--- src/rtl/fb_write_scheduler_if.sv ---
// Writer-side valid/ready handshake into the frame-buffer write scheduler.
interface fb_write_scheduler_if #(
    parameter int ADDR_W = 19,
    parameter int DATA_W = 3
);
    logic              wr_valid;
    logic              wr_ready;
    logic [ADDR_W-1:0] wr_addr;
    logic [DATA_W-1:0] wr_data;

    modport master (output wr_valid, output wr_addr, output wr_data, input wr_ready);
    modport slave  (input wr_valid, input wr_addr, input wr_data, output wr_ready);
endinterface

--- src/rtl/fb_write_scheduler.sv ---
// Arbitrates the single frame-buffer BRAM port between scan-out reads (priority)
// and FIFO-queued bin writes, and sweep-clears the buffer after reset or on request.
module fb_write_scheduler #(
    parameter int ADDR_W    = 19,
    parameter int DATA_W    = 3,
    parameter int FB_SIZE   = 307200,
    parameter int DEPTH     = 16,
    parameter int CLEAR_VAL = 0
) (
    input  logic                   video_clk,
    input  logic                   reset_n,
    input  logic                   clear_req,
    input  logic                   fetch_en,
    input  logic [ADDR_W-1:0]      rd_addr,
    fb_write_scheduler_if.slave    wr_if,
    output logic [ADDR_W-1:0]      bram_addr,
    output logic                   bram_we,
    output logic [DATA_W-1:0]      bram_din,
    output logic                   fb_ready,
    output logic [$clog2(DEPTH):0] fifo_level
);
    localparam int PTR_W = $clog2(DEPTH);
    localparam int LVL_W = PTR_W + 1;
    localparam logic [ADDR_W-1:0] LAST_ADDR = ADDR_W'(FB_SIZE - 1);
    localparam logic [ADDR_W-1:0] ADDR_ONE  = ADDR_W'(1);
    localparam logic [PTR_W-1:0]  PTR_ONE   = PTR_W'(1);
    localparam logic [LVL_W-1:0]  FULL_LVL  = LVL_W'(DEPTH);
    localparam logic [DATA_W-1:0] CLR_DATA  = DATA_W'(CLEAR_VAL);

    typedef enum logic [0:0] {ST_CLEAR = 1'b0, ST_RUN = 1'b1} state_t;

    typedef struct packed {
        logic [ADDR_W-1:0] addr;
        logic [DATA_W-1:0] data;
    } entry_t;

    state_t            state_r;
    logic [ADDR_W-1:0] clr_ptr_r;
    logic [PTR_W-1:0]  rd_ptr_r;
    logic [PTR_W-1:0]  wr_ptr_r;
    logic [LVL_W-1:0]  level_r;
    entry_t            mem_r [DEPTH];
    entry_t            head_s;
    logic              wr_ready_s;
    logic              push_s;
    logic              store_s;
    logic              pop_s;

    // Ready depends only on registered state, never on wr_valid.
    assign wr_ready_s     = (state_r == ST_RUN) && (level_r < FULL_LVL);
    assign wr_if.wr_ready = wr_ready_s;
    assign fifo_level     = level_r;
    assign head_s         = mem_r[rd_ptr_r];

    // Qualify the accepted write (out-of-range addresses are swallowed) and the blanking pop.
    always_comb begin
        push_s  = wr_if.wr_valid && wr_ready_s;
        store_s = 1'b0;
        pop_s   = 1'b0;
        if ((state_r == ST_RUN) && !clear_req) begin
            store_s = push_s && (wr_if.wr_addr <= LAST_ADDR);
            pop_s   = !fetch_en && (level_r != {LVL_W{1'b0}});
        end else begin
            store_s = 1'b0;
            pop_s   = 1'b0;
        end
    end

    // FIFO storage; contents are only ever read under a non-zero level.
    always_ff @(posedge video_clk) begin
        if (store_s) begin
            mem_r[wr_ptr_r] <= '{addr: wr_if.wr_addr, data: wr_if.wr_data};
        end
    end

    // Control FSM with registered BRAM port, ready flag and FIFO bookkeeping.
    always_ff @(posedge video_clk or negedge reset_n) begin
        if (!reset_n) begin
            state_r   <= ST_CLEAR;
            clr_ptr_r <= '0;
            rd_ptr_r  <= '0;
            wr_ptr_r  <= '0;
            level_r   <= '0;
            bram_addr <= '0;
            bram_we   <= 1'b0;
            bram_din  <= '0;
            fb_ready  <= 1'b0;
        end else begin
            case (state_r)
                ST_CLEAR: begin
                    bram_addr <= clr_ptr_r;
                    bram_we   <= 1'b1;
                    bram_din  <= CLR_DATA;
                    fb_ready  <= 1'b0;
                    if (clr_ptr_r == LAST_ADDR) begin
                        state_r   <= ST_RUN;
                        clr_ptr_r <= '0;
                    end else begin
                        clr_ptr_r <= clr_ptr_r + ADDR_ONE;
                    end
                end
                ST_RUN: begin
                    if (clear_req) begin
                        state_r   <= ST_CLEAR;
                        clr_ptr_r <= '0;
                        fb_ready  <= 1'b0;
                        bram_we   <= 1'b0;
                        rd_ptr_r  <= '0;
                        wr_ptr_r  <= '0;
                        level_r   <= '0;
                    end else begin
                        fb_ready <= 1'b1;
                        if (fetch_en) begin
                            bram_addr <= rd_addr;
                            bram_we   <= 1'b0;
                        end else if (pop_s) begin
                            bram_addr <= head_s.addr;
                            bram_din  <= head_s.data;
                            bram_we   <= 1'b1;
                        end else begin
                            bram_we   <= 1'b0;
                        end
                        if (store_s) begin
                            wr_ptr_r <= wr_ptr_r + PTR_ONE;
                        end
                        if (pop_s) begin
                            rd_ptr_r <= rd_ptr_r + PTR_ONE;
                        end
                        level_r <= level_r + LVL_W'(store_s) - LVL_W'(pop_s);
                    end
                end
                default: begin
                    state_r   <= ST_CLEAR;
                    clr_ptr_r <= '0;
                    rd_ptr_r  <= '0;
                    wr_ptr_r  <= '0;
                    level_r   <= '0;
                    bram_we   <= 1'b0;
                    fb_ready  <= 1'b0;
                end
            endcase
        end
    end
endmodule

--- src/flat_wrapper.sv ---
// flat-port wrapper written by rule: the top's interface ports become plain ports
module fb_write_scheduler_flat 
#(
    parameter int ADDR_W    = 19,
    parameter int DATA_W    = 3,
    parameter int FB_SIZE   = 307200,
    parameter int DEPTH     = 16,
    parameter int CLEAR_VAL = 0
)
  (video_clk, reset_n, clear_req, fetch_en, rd_addr, bram_addr, bram_we, bram_din, fb_ready, fifo_level, wr_if_wr_valid, wr_if_wr_addr, wr_if_wr_data, wr_if_wr_ready);
  fb_write_scheduler_if #(.ADDR_W(ADDR_W), .DATA_W(DATA_W)) wr_if_i ();
  input  logic video_clk;
  input  logic reset_n;
  input  logic clear_req;
  input  logic fetch_en;
  input  logic [ADDR_W-1:0] rd_addr;
  output logic [ADDR_W-1:0] bram_addr;
  output logic bram_we;
  output logic [DATA_W-1:0] bram_din;
  output logic fb_ready;
  output logic [$clog2(DEPTH):0] fifo_level;
  input wire logic [$bits(wr_if_i.wr_valid)-1:0] wr_if_wr_valid;
  input wire logic [$bits(wr_if_i.wr_addr)-1:0] wr_if_wr_addr;
  input wire logic [$bits(wr_if_i.wr_data)-1:0] wr_if_wr_data;
  output wire logic [$bits(wr_if_i.wr_ready)-1:0] wr_if_wr_ready;
  assign wr_if_i.wr_valid = wr_if_wr_valid;
  assign wr_if_i.wr_addr = wr_if_wr_addr;
  assign wr_if_i.wr_data = wr_if_wr_data;
  assign wr_if_wr_ready = wr_if_i.wr_ready;
  fb_write_scheduler #(.ADDR_W(ADDR_W), .DATA_W(DATA_W), .FB_SIZE(FB_SIZE), .DEPTH(DEPTH), .CLEAR_VAL(CLEAR_VAL)) u_core (.video_clk(video_clk), .reset_n(reset_n), .clear_req(clear_req), .fetch_en(fetch_en), .rd_addr(rd_addr), .wr_if(wr_if_i), .bram_addr(bram_addr), .bram_we(bram_we), .bram_din(bram_din), .fb_ready(fb_ready), .fifo_level(fifo_level));
endmodule
--- config.mk ---
export PLATFORM = sky130hd
export DESIGN_NAME = fb_write_scheduler_flat
export DESIGN_NICKNAME = d
export VERILOG_FILES = /design/src/rtl/fb_write_scheduler_if.sv /design/src/rtl/fb_write_scheduler.sv /design/src/flat_wrapper.sv
export SDC_FILE = /design/constraint.sdc
export NUM_CORES = 1
export LEC_CHECK = 0
export ABC_CLOCK_PERIOD_IN_PS = 7350
export BUFFER_PORTS_ARGS = -buffer_cell sky130_fd_sc_hd__buf_4
export CELL_PAD_IN_SITES_DETAIL_PLACEMENT = 0
export CELL_PAD_IN_SITES_GLOBAL_PLACEMENT = 1
export CORE_MARGIN = 2
export CORE_UTILIZATION = 55
export CTS_BUF_LIST = sky130_fd_sc_hd__clkbuf_16
export CTS_CLUSTER_DIAMETER = 150
export DETAILED_ROUTE_END_ITERATION = 12
export GPL_TIMING_DRIVEN = 0
export PLACE_DENSITY_LB_ADDON = 0.05
export REMOVE_ABC_BUFFERS = 1
export SYNTH_ARGS = -nofsm -noshare
export SYNTH_HDL_FRONTEND = slang
export SYNTH_SLANG_ARGS = --single-unit
--- constraint.sdc ---
create_clock -name video_clk -period 7.35 [get_ports video_clk]
set_input_delay 1.1025 -clock video_clk [delete_from_list [all_inputs] [get_ports video_clk]]
set_output_delay 1.1025 -clock video_clk [all_outputs]
set_load 0.02 [all_outputs]
# Word level (Yosys, flattened, before mapping)
# Memories as Yosys holds them, arrays and structs flattened.
# Index checks and enable logic that the tools add are counted.
# Widths: inputs -> output; s select.
# totals
reg_bits,57
ramBits,352
in_bits,46
wordCells,66
mem_count,1
# op_classes
n_addsub,5
magnitude_cmp,2
eq_ne,6
mux,28
bitwise_logic,1
n_reduce_logical,14
# mem_list
name,words,width,rd,rd_clocked_by_memory_dff,wr,line,source
u_core.mem_r,16,22,1,0,1,fb_write_scheduler.sv:42,entry_t mem_r [DEPTH];
# ops
cell,n
$mux 19,5
$pmux 19 s2,2
$add 19x1->19 const B,1
$eq 19x19->1 const B,1
$le 19x19->1 const B,1
$mux 4,4
$mux 1,9
$mux 3,3
$add 4x1->4 const B,2
$ne 2x2->1 const B,4
$pmux 1 s2,3
$pmux 3 s2,1
$reduce_and 2->1,3
$add 5x1->5,1
$logic_and 1x1->1,5
$lt 5x5->1 const B,1
$mux 5,1
$reduce_bool 5->1,1
$sub 5x1->5,1
$reduce_bool 2->1,2
$ne 3x3->1 const B,1
$reduce_and 3->1,1
$logic_not 1->1,2
$not 1->1,1

# Longest topological paths before layout
# Gate-level depths: netlist of run 1.
# logic_depth
word_depth,8
depth_mapped,15
depth_no_buf,15

# Worst setup path before layout of run 1
# OpenSTA, ideal clock, no wires.
# synth_timing
path_type,input port to flip-flop
startpoint,input port clear_req
endpoint,"register u_core.level_r[4], in the netlist u_core.fifo_level[4]"
arrival_ns,3.183
setup_slack_ns,4.038
stages,14
path_buffers,1
cell_sequence,buf_2 -> nand2b_4 -> or3_1 -> inv_1 -> ha_1 -> inv_1 -> ha_1 -> inv_1 -> fa_1 -> nor2b_1 -> nor2_1 -> nor2_1 -> a211o_1 -> nand3_1
# synth_via
elab_chain_cells,6
# synth_lines
item,line,source
start: declaration,flat_wrapper.sv:14,input logic clear_req;
$logic_not 1->1,fb_write_scheduler.sv:60,if ((state_r == ST_RUN) && !clear_req) begin
$logic_and 1x1->1,fb_write_scheduler.sv:60,
$mux 1,fb_write_scheduler.sv:60,
$add 5x1->5,fb_write_scheduler.sv:129,level_r <= level_r + LVL_W'(store_s) - LVL_W'(pop_s);
$sub 5x1->5,fb_write_scheduler.sv:129,
$mux 5 *,fb_write_scheduler.sv:103,if (clear_req) begin
end signal: assignment,fb_write_scheduler.sv:129,
end: declaration,fb_write_scheduler.sv:41,logic [LVL_W-1:0] level_r;
# Mark *: on every way between the ends. The rest lies on a longest branch, timed or not.
# A chain may end at the register's enable or synchronous reset.

# Worst setup path after layout of run 1
# layout_timing
startpoint,register u_core.state_r
endpoint,output port wr_if_wr_ready
# layout_via
elab_chain_cells,1
# layout_lines
item,line,source
start: declaration,fb_write_scheduler.sv:37,state_t state_r;
start signal: assignment,fb_write_scheduler.sv:79,state_r <= ST_CLEAR;
start signal: assignment,fb_write_scheduler.sv:96,state_r <= ST_RUN;
start signal: assignment,fb_write_scheduler.sv:104,state_r <= ST_CLEAR;
$logic_and 1x1->1,fb_write_scheduler.sv:50,assign wr_ready_s = (state_r == ST_RUN) && (level_r < FULL_LVL);
end: declaration,flat_wrapper.sv:25,output wire logic [$bits(wr_if_i.wr_ready)-1:0] wr_if_wr_ready;
# Every way passes these cells.

==> results of run 1 <==
==> flip-flops by register name, summed over array words and instances, names as in the netlist <==
| name | flops |
|---|---|
| u_core.bram_we | 1 |
| u_core.fifo_level | 5 |
| u_core.wr_ptr_r | 4 |
| u_core.mem_r | 352 |
| u_core.clr_ptr_r | 19 |
| u_core.fb_ready | 1 |
| u_core.bram_din | 3 |
| u_core.bram_addr | 19 |
| u_core.state_r | 1 |
| u_core.rd_ptr_r | 4 |
==> where the power goes <==
| group | internal (mW) | switching, mW |
|---|---|---|
| combinational | 0.442 | 0.438 |
| sequential | 2.59 | 0.187 |
| clock | 1.27 | 0.837 |
==> cells in the mapped netlist (all sizes together), types with 6 or more instances <==
library cell	n	area, um^2
inv	33	123.9
mux2i	81	810.8
nand3	17	90.09
mux4	50	1137
a2111oi	17	163.9
buf	37	287.8
and2	17	106.4
o21ai	41	220.2
a221o	17	170.2
dfrtp	57	1426
a21oi	12	60.06
nand2	38	142.6
a21o	7	52.55
edfxtp	352	10570
nor3	29	145.1
clkbuf	13	50.04
nor2	26	100.1
ha	12	150.1
nand4	6	37.54
o22ai	41	256.5
==> how the worst min path moves through the flow <==
stage	slack, ns	depth (start not counted)	startpoint	endpoint
finish	0.51	2	u_core.bram_addr[17]$_DFFE_PN0P_	u_core.bram_addr[17]$_DFFE_PN0P_
global placement	0.48	2	u_core.bram_addr[17]$_DFFE_PN0P_	u_core.bram_addr[17]$_DFFE_PN0P_
global route	0.54	1	u_core.bram_addr[11]$_DFFE_PN0P_	u_core.bram_addr[11]$_DFFE_PN0P_
CTS	0.51	1	u_core.bram_addr[11]$_DFFE_PN0P_	u_core.bram_addr[11]$_DFFE_PN0P_
floorplan	0.47	1	u_core.clr_ptr_r[18]$_DFFE_PN0N_	u_core.clr_ptr_r[18]$_DFFE_PN0N_
detailed placement	0.50	1	u_core.bram_addr[13]$_DFFE_PN0P_	u_core.bram_addr[13]$_DFFE_PN0P_
==> worst register-to-register path, delay by kind of cell (launching register included) <==
family | cells | cell delay (ns)
AND/OR/NAND/NOR | 2 | 1.00
flip-flops | 1 | 0.94
buffers and inverters | 1 | 0.39
AO/OA/AOI/OAI | 3 | 1.39
==> logic make-up after synthesis <==
| group | share of synthesized area, % |
|---|---|
| adders and majority gates | 1.026 |
| xor gates and xnor gates | 0.3696 |
| buffers and inverters | 2.806 |
| AOI/OAI and AO/OA | 6.547 |
| and+or+nand+nor | 5.197 |
| DFF | 72.31 |
| muxes | 11.74 |
==> per-layer routing <==
metal  wire length (um)  vias up  part of all wire, %  global-route usage (%)
met2              18960      319                   50                   41.51
met1              15840     4511                   42                   34.17
met3               2219       66                  5.8                   3.963
met4                998        0                  2.6                   7.548
met5                  0        -                    0                       0
li1                   -     3984                    -                       -
==> final cells by class <==
cell class | count | share of cell area (%)
Sequential cell | 409 | 63.95
Timing Repair Buffer | 77 | 3.293
Clock inverter | 31 | 1.386
Inverter | 34 | 0.6799
Multi-Input combinational cell | 469 | 22.10
Clock buffer | 45 | 5.999
Tap cell | 390 | 2.599
==> per-stage QoR <==
stage | util (%) | power [mW] | setup TNS [ns] | setup slack (ns) | area, um^2
finish | 63.34 | 5.767 | 0 | 2.969 | 18770
global route | 63.34 | 5.970 | 0 | 2.813 | 18770
CTS | 63.34 | 5.807 | 0 | 2.947 | 18770
detailed placement | 58.66 | 3.713 | 0 | 3.414 | 17390
global placement | 58.38 | 3.796 | -10.06 | -0.7636 | 17300
floorplan | - | 3.430 | 0 | 2.495 | 16250
==> summary.md, run 1 <==
| Metric | Value |
|---|---|
| Register-to-register setup slack | 3.55 ns |
| Multi-input combinational cell area | 4148 um^2 |
| N_diodes | 0 |
| Post-DP HPWL | 20820 um |
| # DRC | 0 |
| Area growth syn-to-layout | 13.15% |
| DR pass1 iterations | 5 |
| Crit-path max cell delay | 1.12 ns |
| R2r startpoint | u_core.rd_ptr_r[0]$_DFFE_PN0P_ |
| Hold WC Path Type | register to register |
| Cells after synthesis | 962 |
| CTS Hold Bufs | 0 |
| Non-Filler Instances | 1455 |
| Cell Pwr Density | 307.2 nW/um^2 |
| Number of port buffers | 75 |
| RSZ-0062 raised after global routing | no |
| R2R cell count | 6 |
| Setup violators final | 0 |
| Fin crit period | 4.381 ns |
| Clk buf depth | 3 |
| Starting density of the core | 55.97% |
| FF+latch area | 12000 um^2 |
| Core ar. | 29640 um^2 |
| Top FF cell, synth | edfxtp_1 |
| CTS clk-pin slew, worst paths | 0.06 ns |
| Root Driver | clkbuf_16 |
| Full die area | 31570 um^2 |
| Die H | 177.7 um |
| Layout Skew | 0.01736 ns |
| Initial antenna violation count | 1 |
| Filler Cell Count | 2157 |
| Commonest non-fill, non-tap cell in the layout | edfxtp_1 |
| Mapped Area | 16590 um^2 |
| Sequential area share after synthesis | 72.31% |
| Max IR drop VDD | 0.2325 mV |
| Avg Cell Area, Syn | 17.24 um^2 |
| Leakage Power | 6.403 nW |
| PostCTS Resize Cnt | 0 |
| Clock sinks | 409 |
| H-tree depth | 2 |
| CP max FO | 26 |
| Post-synth ARST share | 13.94% |
| EDFF count, synth | 352 |
| Tcrit/Tclk final | 59.61% |
| Layout cells sized above 1 | 19.91% |
| Cell chain of the critical path | clkinv_1, nor2_1, buf_4 |
| All-layer global routing usage | 24.91% |
| CP Class | register to output port |
| Capturing element type of the critical path | output port |
| Arr. time, crit path | 3.28 ns |
| First-pass GRT wire length | 56280 um |
| Largest net degree at the start of global routing | 58 |
| GPL Wtd Cong | 0.7830 |
| Final nets | 1092 |
| Worst path bufs/invs | 2 |
| R2R Path End | u_core.bram_addr[15]$_DFFE_PN0P_ |
| Setup crit end | wr_if_wr_ready |
| Tightest Pin Transition | 1.452 ns |
| Number of setup buffers added after CTS | 0 |
| Seq cells post-synth | 409 |
| Commonest non-fill, non-tap cells in the layout | 352 x edfxtp_1, 81 x mux2i_1, 75 x buf_4 |
| Endpoints failing hold | 0 |
| Critical path depth | 3 |
| Status | completed |
| Vias | 8880 |
| CP Launch Type | register |
| Final Max Slew Viols | 0 |
| Critical path origin | u_core.state_r$_DFF_PN0_ |
| FMAX | 0.2282 GHz |
| Via/cell ratio | 6.103 |
| Die Span X | 177.7 um |
| Max-cap viol count | 0 |
| Vias in the first global route | 8828 |
| Clk Latency, worst-skew pair | 0.53 ns |
| YS warnings | 0 |
| Worst hold slack | 0.5083 ns |
| Num ports | 76 |
| Routed len/inst | 26.13 um |
| WP data required | 6.25 ns |
| Slowest cell on crit path | clkinv_1 |
| Unique masters post-synth | 65 |
| Max-slew headroom | 3.169% |
| Delay-heaviest family, CP | buffers and inverters |
| Core Rows | 63 |
| Drt initial violations | 779 |
| Post-Route WL | 38020 um |
| Final ANT Viol Nets | 0 |
| CTS tree | done |
| Global route overflow | 0 |
| Dpl cells | 1379 |
| CTS buffer count | 42 |
(Power assumes the default switching activity.)
==> run 2: changes to the inputs <==
--- a/config.mk
+++ b/config.mk
@@ -5,12 +5,12 @@
 export SDC_FILE = /design/constraint.sdc
 export NUM_CORES = 1
 export LEC_CHECK = 0
-export ABC_CLOCK_PERIOD_IN_PS = 7350
+export ABC_CLOCK_PERIOD_IN_PS = 3600
 export BUFFER_PORTS_ARGS = -buffer_cell sky130_fd_sc_hd__buf_4
 export CELL_PAD_IN_SITES_DETAIL_PLACEMENT = 0
 export CELL_PAD_IN_SITES_GLOBAL_PLACEMENT = 1
 export CORE_MARGIN = 2
-export CORE_UTILIZATION = 55
+export CORE_UTILIZATION = 48
 export CTS_BUF_LIST = sky130_fd_sc_hd__clkbuf_16
 export CTS_CLUSTER_DIAMETER = 150
 export DETAILED_ROUTE_END_ITERATION = 12
==> constraint.sdc (replaced) <==
create_clock -name video_clk -period 3.6 [get_ports video_clk]
set_input_delay 0.54 -clock video_clk [delete_from_list [all_inputs] [get_ports video_clk]]
set_output_delay 0.54 -clock video_clk [all_outputs]
set_load 0.02 [all_outputs]
==> run 2 against run 1 <==
Cell area grew 0.76%. Largest power group unchanged. Highest routed layer unchanged. Combinational power grew 120%. Hold slack lost 0.43 ns. Largest cell class unchanged.
==> summary.md, run 2 (synthesized netlist as in run 1, its figures left out) <==
| Metric | Value |
|---|---|
| Final Max Slew Viols | 0 (unchanged) |
| Capturing element type of the critical path | register |
| CP Class | register to register |
| Routed len/inst | 26.98 um (+3.3%) |
| Max FFs per register | 352 (unchanged) |
| Slowest cell on crit path | a2111oi_1 |
| First-pass GRT wire length | 59730 um (+6.1%) |
| Post-DP HPWL | 23100 um (+11%) |
| H-tree depth | 2 (unchanged) |
| Final ANT Viol Nets | 0 (unchanged) |
| CTS tree | done |
| Tcrit/Tclk final | 94.00% |
| Delay-heaviest family, CP | compound AO/OA/AOI/OAI gates |
| Via/cell ratio | 5.855 (-4.1%) |
| Number of port buffers | 75 (unchanged) |
| Root Driver | clkbuf_16 |
| Area growth syn-to-layout | 14.01% |
| Status | completed |
| Global route overflow | 0 (unchanged) |
| Hold WC Path Type | input port to asynchronous set/reset pin |
| Core Rows | 68 (+7.9%) |
| # DRC | 0 (unchanged) |
| Cell chain of the critical path | buf_16, buf_16, nand2b_2, o22ai_1, nor3_1, a2111oi_1, a221o_1 |
| DP Worst Slack | -0.3493 ns (-3.763 ns) |
| Filler Cell Count | 2718 (+26%) |
| Tightest Pin Transition | 1.082 ns (-0.3705 ns) |
| CP max FO | 36 (+38%) |
| R2R cell count | 7 (+1) |
| Max IR drop VDD | 0.4001 mV (+72%) |
| Number of setup buffers added after CTS | 0 (unchanged) |
| Multi-input combinational cell area | 4170 um^2 (+0.54%) |
| Largest net degree at the start of global routing | 58 (unchanged) |
| Full die area | 36070 um^2 (+14%) |
| FMAX | 0.2955 GHz |
| N_diodes | 0 (unchanged) |
| Endpoints failing hold | 0 (unchanged) |
| Die H | 189.9 um (+6.9%) |
| Die Span X | 189.9 um (+6.9%) |
| Clock sinks | 409 (unchanged) |
| GPL Wtd Cong | 0.7541 (-3.7%) |
| CTS clk-pin slew, worst paths | 0.06 ns (about the same) |
| Largest Register | u_core.mem_r |
| Biggest regs | u_core.mem_r (352), u_core.bram_addr (19), u_core.clr_ptr_r (19) |
| Max-slew headroom | 27.69% (+25 points) |
| Clk buf depth | 3 (unchanged) |
| Arr. time, crit path | 3.85 ns (+0.57 ns) |
| Max-cap viol count | 0 (unchanged) |
| Drt initial violations | 597 (-23%) |
| Starting density of the core | 48.38% (-7.6 points) |
| Vias | 8953 (+0.82%) |
| Commonest non-fill, non-tap cell in the layout | edfxtp_1 |
| Commonest non-fill, non-tap cells in the layout | 352 x edfxtp_1, 81 x mux2i_1, 75 x buf_4 |
| Vias in the first global route | 8812 (-0.18%) |
| Layout Skew | 0.02264 ns (+0.005275 ns) |
| Critical path depth | 7 (+4) |
| Final core occ | 55.16% (-8.2 points) |
| RSZ-0062 raised after global routing | no |
| Final nets | 1100 (+0.73%) |
| CTS buffer count | 43 (+2.4%) |
| All-layer global routing usage | 23.14% (-1.8 points) |
| DR pass1 iterations | 5 (unchanged) |
| Num ports | 76 (unchanged) |
| Layout cells sized above 1 | 20.86% (+0.95 points) |
| Worst hold slack | 0.08021 ns (-0.4280 ns) |
| CP Launch Type | register |
| Crit-path max cell delay | 0.86 ns (-0.26 ns) |
| Final worst slack | 0.2159 ns (-2.753 ns) |
| WP data required | 4.06 ns (-2.19 ns) |
| Worst path bufs/invs | 2 (unchanged) |
| Cell Pwr Density | 607.3 nW/um^2 (+98%) |
| Post-Route WL | 41260 um (+8.5%) |
| Worst path most repeated cell | buf_16 |
| Setup violators final | 0 (unchanged) |
| Core ar. | 34290 um^2 (+16%) |
| Clk Latency, worst-skew pair | 0.55 ns (+0.02 ns) |
| Leakage Power | 6.425 nW (+0.34%) |
| Initial antenna violation count | 1 (unchanged) |
| Fin crit period | 3.384 ns |
| FF+latch area | 12010 um^2 (about the same) |
## run 2: cell count changes in the layout (fill, tap and decap cells not counted), sizes merged
cell,before,now
inv,42,49
clkbuf,45,44
clkinvlp,0,1
buf,77,84
bufinv,5,0
## run 2: power breakdown
part | switching, mW | total, mW | leakage (nW) | internal [mW]
registers | 0.330 | 5.62 | 3.92 | 5.29
clock network | 1.76 | 3.98 | 0.675 | 2.21
logic | 0.969 | 1.90 | 1.83 | 0.926
## run 2: per-stage QoR
stage / power (mW) / area [um^2] / std cells / setup TNS, ns
after floorplan: 7.004 / 16250 / 912 / -25.41
after global placement: 7.789 / 17380 / 1442 / -339.49
after detailed placement: 7.622 / 17630 / 1451 / -10.00
after CTS: 11.57 / 18910 / 1529 / 0
after global routing: 11.92 / 18910 / 1529 / 0
final: 11.49 / 18910 / 1529 / 0
## run 2: per-layer routing
| layer | up-vias | wire length (um) | global-route usage [%] | share of wire [%] |
|---|---|---|---|---|
| met5 | - | 0 | 0 | 0 |
| met1 | 4648 | 18340 | 32.69 | 44 |
| met2 | 248 | 20480 | 38.84 | 50 |
| li1 | 4006 | - | - | - |
| met4 | 0 | 586 | 5.397 | 1.4 |
| met3 | 51 | 1843 | 2.767 | 4.5 |
## run 2: worst register-to-register path: stages, from the launching register on
cell and delay, ns:
dfrtp_4 0.71, buf_16 0.28, buf_16 0.30, nand2b_2 0.56, o22ai_1 0.31, nor3_1 0.08
a2111oi_1 0.86, a221o_1 0.21
## run 2: cell type report
type                    instances  area share, %
flip-flops and latches        409          63.47
multi-input cells             469          22.05
clock buffers                  44          5.821
repair buffers                 84          4.128
well taps                     455          3.010
clock inverters                34         0.8401
inverters                      34         0.6814
## run 2: path summary, 6_finish.rpt
path / start / end / slack (ns)
max in group asynchronous: reset_n / u_core.rd_ptr_r[0]$_DFFE_PN0P_ / 2.95
setup / recovery: u_core.rd_ptr_r[0]$_DFFE_PN0P_ / u_core.bram_addr[0]$_DFFE_PN0P_ / 0.22
hold / removal: reset_n / u_core.bram_we$_DFF_PN0_ / 0.08
setup reg to reg: u_core.rd_ptr_r[0]$_DFFE_PN0P_ / u_core.bram_addr[0]$_DFFE_PN0P_ / 0.22
hold reg to reg: u_core.bram_addr[17]$_DFFE_PN0P_ / u_core.bram_addr[17]$_DFFE_PN0P_ / 0.49
min in group video_clk: clear_req / u_core.state_r$_DFF_PN0_ / 0.27
## run 2: what timing repair did
item	CTS	global route
hold buffers	0	0
resized for setup	9	0
setup endpoints to repair	209	0
==> run 3: changes to the inputs <==
--- a/config.mk
+++ b/config.mk
@@ -5,12 +5,12 @@
 export SDC_FILE = /design/constraint.sdc
 export NUM_CORES = 1
 export LEC_CHECK = 0
-export ABC_CLOCK_PERIOD_IN_PS = 3600
+export ABC_CLOCK_PERIOD_IN_PS = 3800
 export BUFFER_PORTS_ARGS = -buffer_cell sky130_fd_sc_hd__buf_4
 export CELL_PAD_IN_SITES_DETAIL_PLACEMENT = 0
 export CELL_PAD_IN_SITES_GLOBAL_PLACEMENT = 1
 export CORE_MARGIN = 2
-export CORE_UTILIZATION = 48
+export CORE_UTILIZATION = 53
 export CTS_BUF_LIST = sky130_fd_sc_hd__clkbuf_16
 export CTS_CLUSTER_DIAMETER = 150
 export DETAILED_ROUTE_END_ITERATION = 12
==> constraint.sdc (replaced) <==
create_clock -name video_clk -period 3.8 [get_ports video_clk]
set_input_delay 0.57 -clock video_clk [delete_from_list [all_inputs] [get_ports video_clk]]
set_output_delay 0.57 -clock video_clk [all_outputs]
set_load 0.02 [all_outputs]
==> run 3 against run 2 <==
Total power decreased by 6.2%. Routed wire length decreased by 4.8%. Flip-flop and latch count unchanged. Sequential share of layout area increased by 0.91 points. Critical path type unchanged. Highest routed layer is now met5.
==> summary.md, run 3 (synthesized netlist as in run 1, its figures left out) <==
| Metric | Value |
|---|---|
| Status | completed |
| Arr. time, crit path | 4.15 ns (+0.30 ns) |
| Final instance area | 18650 um^2 (-1.4%) |
| Met3 WL | 1890 um (+2.6%) |
| # DRC | 0 (unchanged) |
| Max FFs per register | 352 (unchanged) |
| Setup violators final | 0 (unchanged) |
| Core ar. | 30670 um^2 (-11%) |
| Routed len/inst | 26.95 um (-0.13%) |
| Tightest Pin Transition | 1.368 ns (+0.2859 ns) |
| Pwr Total | 10.78 mW (-6.2%) |
| First-pass GRT wire length | 57430 um (-3.8%) |
| Global route overflow | 0 (unchanged) |
| Dpl cells | 1385 (-4.5%) |
| Max-cap viol count | 0 (unchanged) |
| Final core occ | 60.80% (+5.6 points) |
| DR WL met2 | 19010 um (-7.2%) |
| Leakage Power | 6.341 nW (-1.3%) |
| Area growth syn-to-layout | 12.40% |
| Sw Ratio | 26.32% (-0.36 points) |
| Hold WC Path Type | input port to asynchronous set/reset pin |
| Die Span X | 180.9 um (-4.7%) |
| CTS clk-pin slew, worst paths | 0.06 ns (about the same) |
| CP max FO | 54 (+50%) |
| Slowest cell on crit path | a2111oi_1 |
| Max-slew headroom | 8.618% (-19 points) |
| R2r startpoint | u_core.rd_ptr_r[1]$_DFFE_PN0P_ |
| Final nets | 1093 (-0.64%) |
| Vias | 8989 (+0.40%) |
| Final worst slack | 0.1123 ns (-0.1036 ns) |
| Post-DP HPWL | 21200 um (-8.2%) |
| Core Rows | 64 (-5.9%) |
| DP Worst Slack | -0.1572 ns (+0.1921 ns) |
| CTS Hold Bufs | 0 (unchanged) |
| Root Driver | clkbuf_16 |
| Commonest non-fill, non-tap cell in the layout | edfxtp_1 |
| Layout cells sized above 1 | 19.30% (-1.6 points) |
| Share of total power in combinational logic | 15.9% (-0.6 points) |
| Filler Cell Count | 2273 (-16%) |
| Worst path bufs/invs | 1 (-1) |
| All-layer global routing usage | 24.08% (+0.93 points) |
| Tcrit/Tclk final | 97.05% (+3.0 points) |
| Largest net degree at the start of global routing | 58 (unchanged) |
| CTS tree | done |
| Cell Pwr Density | 578.0 nW/um^2 (-4.8%) |
| Full die area | 32730 um^2 (-9.2%) |
| Worst hold slack | 0.08877 ns (+0.008556 ns) |
| Reg power frac | 49.7% (+0.8 points) |
| Placed Area | 17390 um^2 (-1.4%) |
| Number of port buffers | 75 (unchanged) |
| Clk Latency, worst-skew pair | 0.54 ns (about the same) |
| Largest Register | u_core.mem_r |
| Endpoints failing hold | 0 (unchanged) |
| Starting density of the core | 54.09% (+5.7 points) |
| Final setup TNS | 0 ns (unchanged) |
| Final ANT Viol Nets | 0 (unchanged) |
| P_int | 7.942 mW (-5.7%) |
| GPL Wtd Cong | 0.7948 (+5.4%) |
| Num ports | 76 (unchanged) |
| Non-Filler Instances | 1458 (-4.6%) |
| Cell chain of the critical path | buf_16, nand2b_1, o22ai_1, nor3_1, a2111oi_1, a221o_1 |
| FMAX | 0.2712 GHz (-8.2%) |
| Biggest regs | u_core.mem_r (352), u_core.bram_addr (19), u_core.clr_ptr_r (19) |
| Max IR drop VDD | 0.4994 mV (+25%) |
| Register-to-register setup slack | 0.11 ns (-0.10 ns) |
| CTS buffer count | 43 (unchanged) |
| N_diodes | 0 (unchanged) |
| Commonest non-fill, non-tap cells in the layout | 352 x edfxtp_1, 81 x mux2i_1, 75 x buf_4 |
| H-tree depth | 2 (unchanged) |
| R2R cell count | 6 (-1) |
| Capturing element type of the critical path | register |
| Clock sinks | 409 (unchanged) |
| Clock share of power | 34.4% (-0.2 points) |
| WL met1 | 17710 um (-3.4%) |
| Die H | 180.9 um (-4.7%) |
| Final Max Slew Viols | 0 (unchanged) |
| WP data required | 4.26 ns (+0.20 ns) |
| Crit-path max cell delay | 0.85 ns (about the same) |
| Post-Route WL | 39290 um (-4.8%) |
| CP Launch Type | register |
| RSZ-0062 raised after global routing | no |
| Via/cell ratio | 6.165 (+5.3%) |
| Clk buf depth | 3 (unchanged) |
| Layout Skew | 0.01680 ns (-0.005836 ns) |
| Initial antenna violation count | 1 (unchanged) |
| Delay-heaviest family, CP | compound AO/OA/AOI/OAI gates |
| NetSw | 2.836 mW (-7.4%) |
| Max Used Layer | met5 |
| CP Class | register to register |
| Fin crit period | 3.688 ns (+0.3036 ns) |
| Drt initial violations | 809 (+36%) |
| Vias in the first global route | 8873 (+0.69%) |
| R2R Path End | u_core.bram_addr[1]$_DFFE_PN0P_ |
| DR pass1 iterations | 4 (-1) |
==> run 3: cell types whose count changed in the layout (fill, tap and decap cells not counted), sizes merged <==
cell | before | now
clkinv | 18 | 10
clkinvlp | 1 | 2
buf | 84 | 77
inv | 49 | 51
==> run 3: final cells by class <==
class | instances | area, um^2 | share of cell area (%)
flip-flops and latches | 409 | 12010 | 64.38
repair buffers | 77 | 618.1 | 3.315
multi-input cells | 469 | 4164 | 22.33
inverters | 34 | 131.4 | 0.7046
clock buffers | 44 | 1101 | 5.905
clock inverters | 29 | 131.4 | 0.7046
well taps | 396 | 495.5 | 2.657
==> run 3: worst max-delay path by stage <==
| stage | from | depth (start not counted) | endpoint |
|---|---|---|---|
| 2_1_floorplan | u_core.rd_ptr_r[0]$_DFFE_PN0P_ | 5 | u_core.bram_addr[17]$_DFFE_PN0P_ |
| 3_3_place_gp | u_core.rd_ptr_r[0]$_DFFE_PN0P_ | 5 | u_core.bram_addr[1]$_DFFE_PN0P_ |
| 3_5_place_dp | u_core.rd_ptr_r[0]$_DFFE_PN0P_ | 5 | u_core.bram_addr[1]$_DFFE_PN0P_ |
| 4_1_cts | u_core.state_r$_DFF_PN0_ | 3 | wr_if_wr_ready |
| 5_1_grt | u_core.rd_ptr_r[1]$_DFFE_PN0P_ | 6 | u_core.bram_addr[1]$_DFFE_PN0P_ |
| 6_report | u_core.rd_ptr_r[1]$_DFFE_PN0P_ | 6 | u_core.bram_addr[1]$_DFFE_PN0P_ |
==> run 3: power groups by stage <==
stage          Combinational, mW  Clock (mW)  Sequential, mW
4_1_cts                     1.72        3.76            5.36
3_5_place_dp                1.72           0            5.46
5_1_grt                     1.83        3.93            5.39
6_report                    1.71        3.71            5.36
3_3_place_gp                1.72           0            5.62
2_1_floorplan               1.10           0            5.54
==> run 3: timing repair <==
action / 4_1_cts / 5_1_grt
endpoints found under the hold margin: 0 / 0
setup endpoints to repair: 5 / 97
gates resized for setup: 3 / 5
setup buffers: 0 / 0
==> run 3: routing by layer <==
metal / vias to the layer above / track usage (%)
li1: 3989 / -
met3: 56 / 3.931
met1: 4693 / 34.44
met5: - / 0
met2: 249 / 39.45
met4: 2 / 5.323
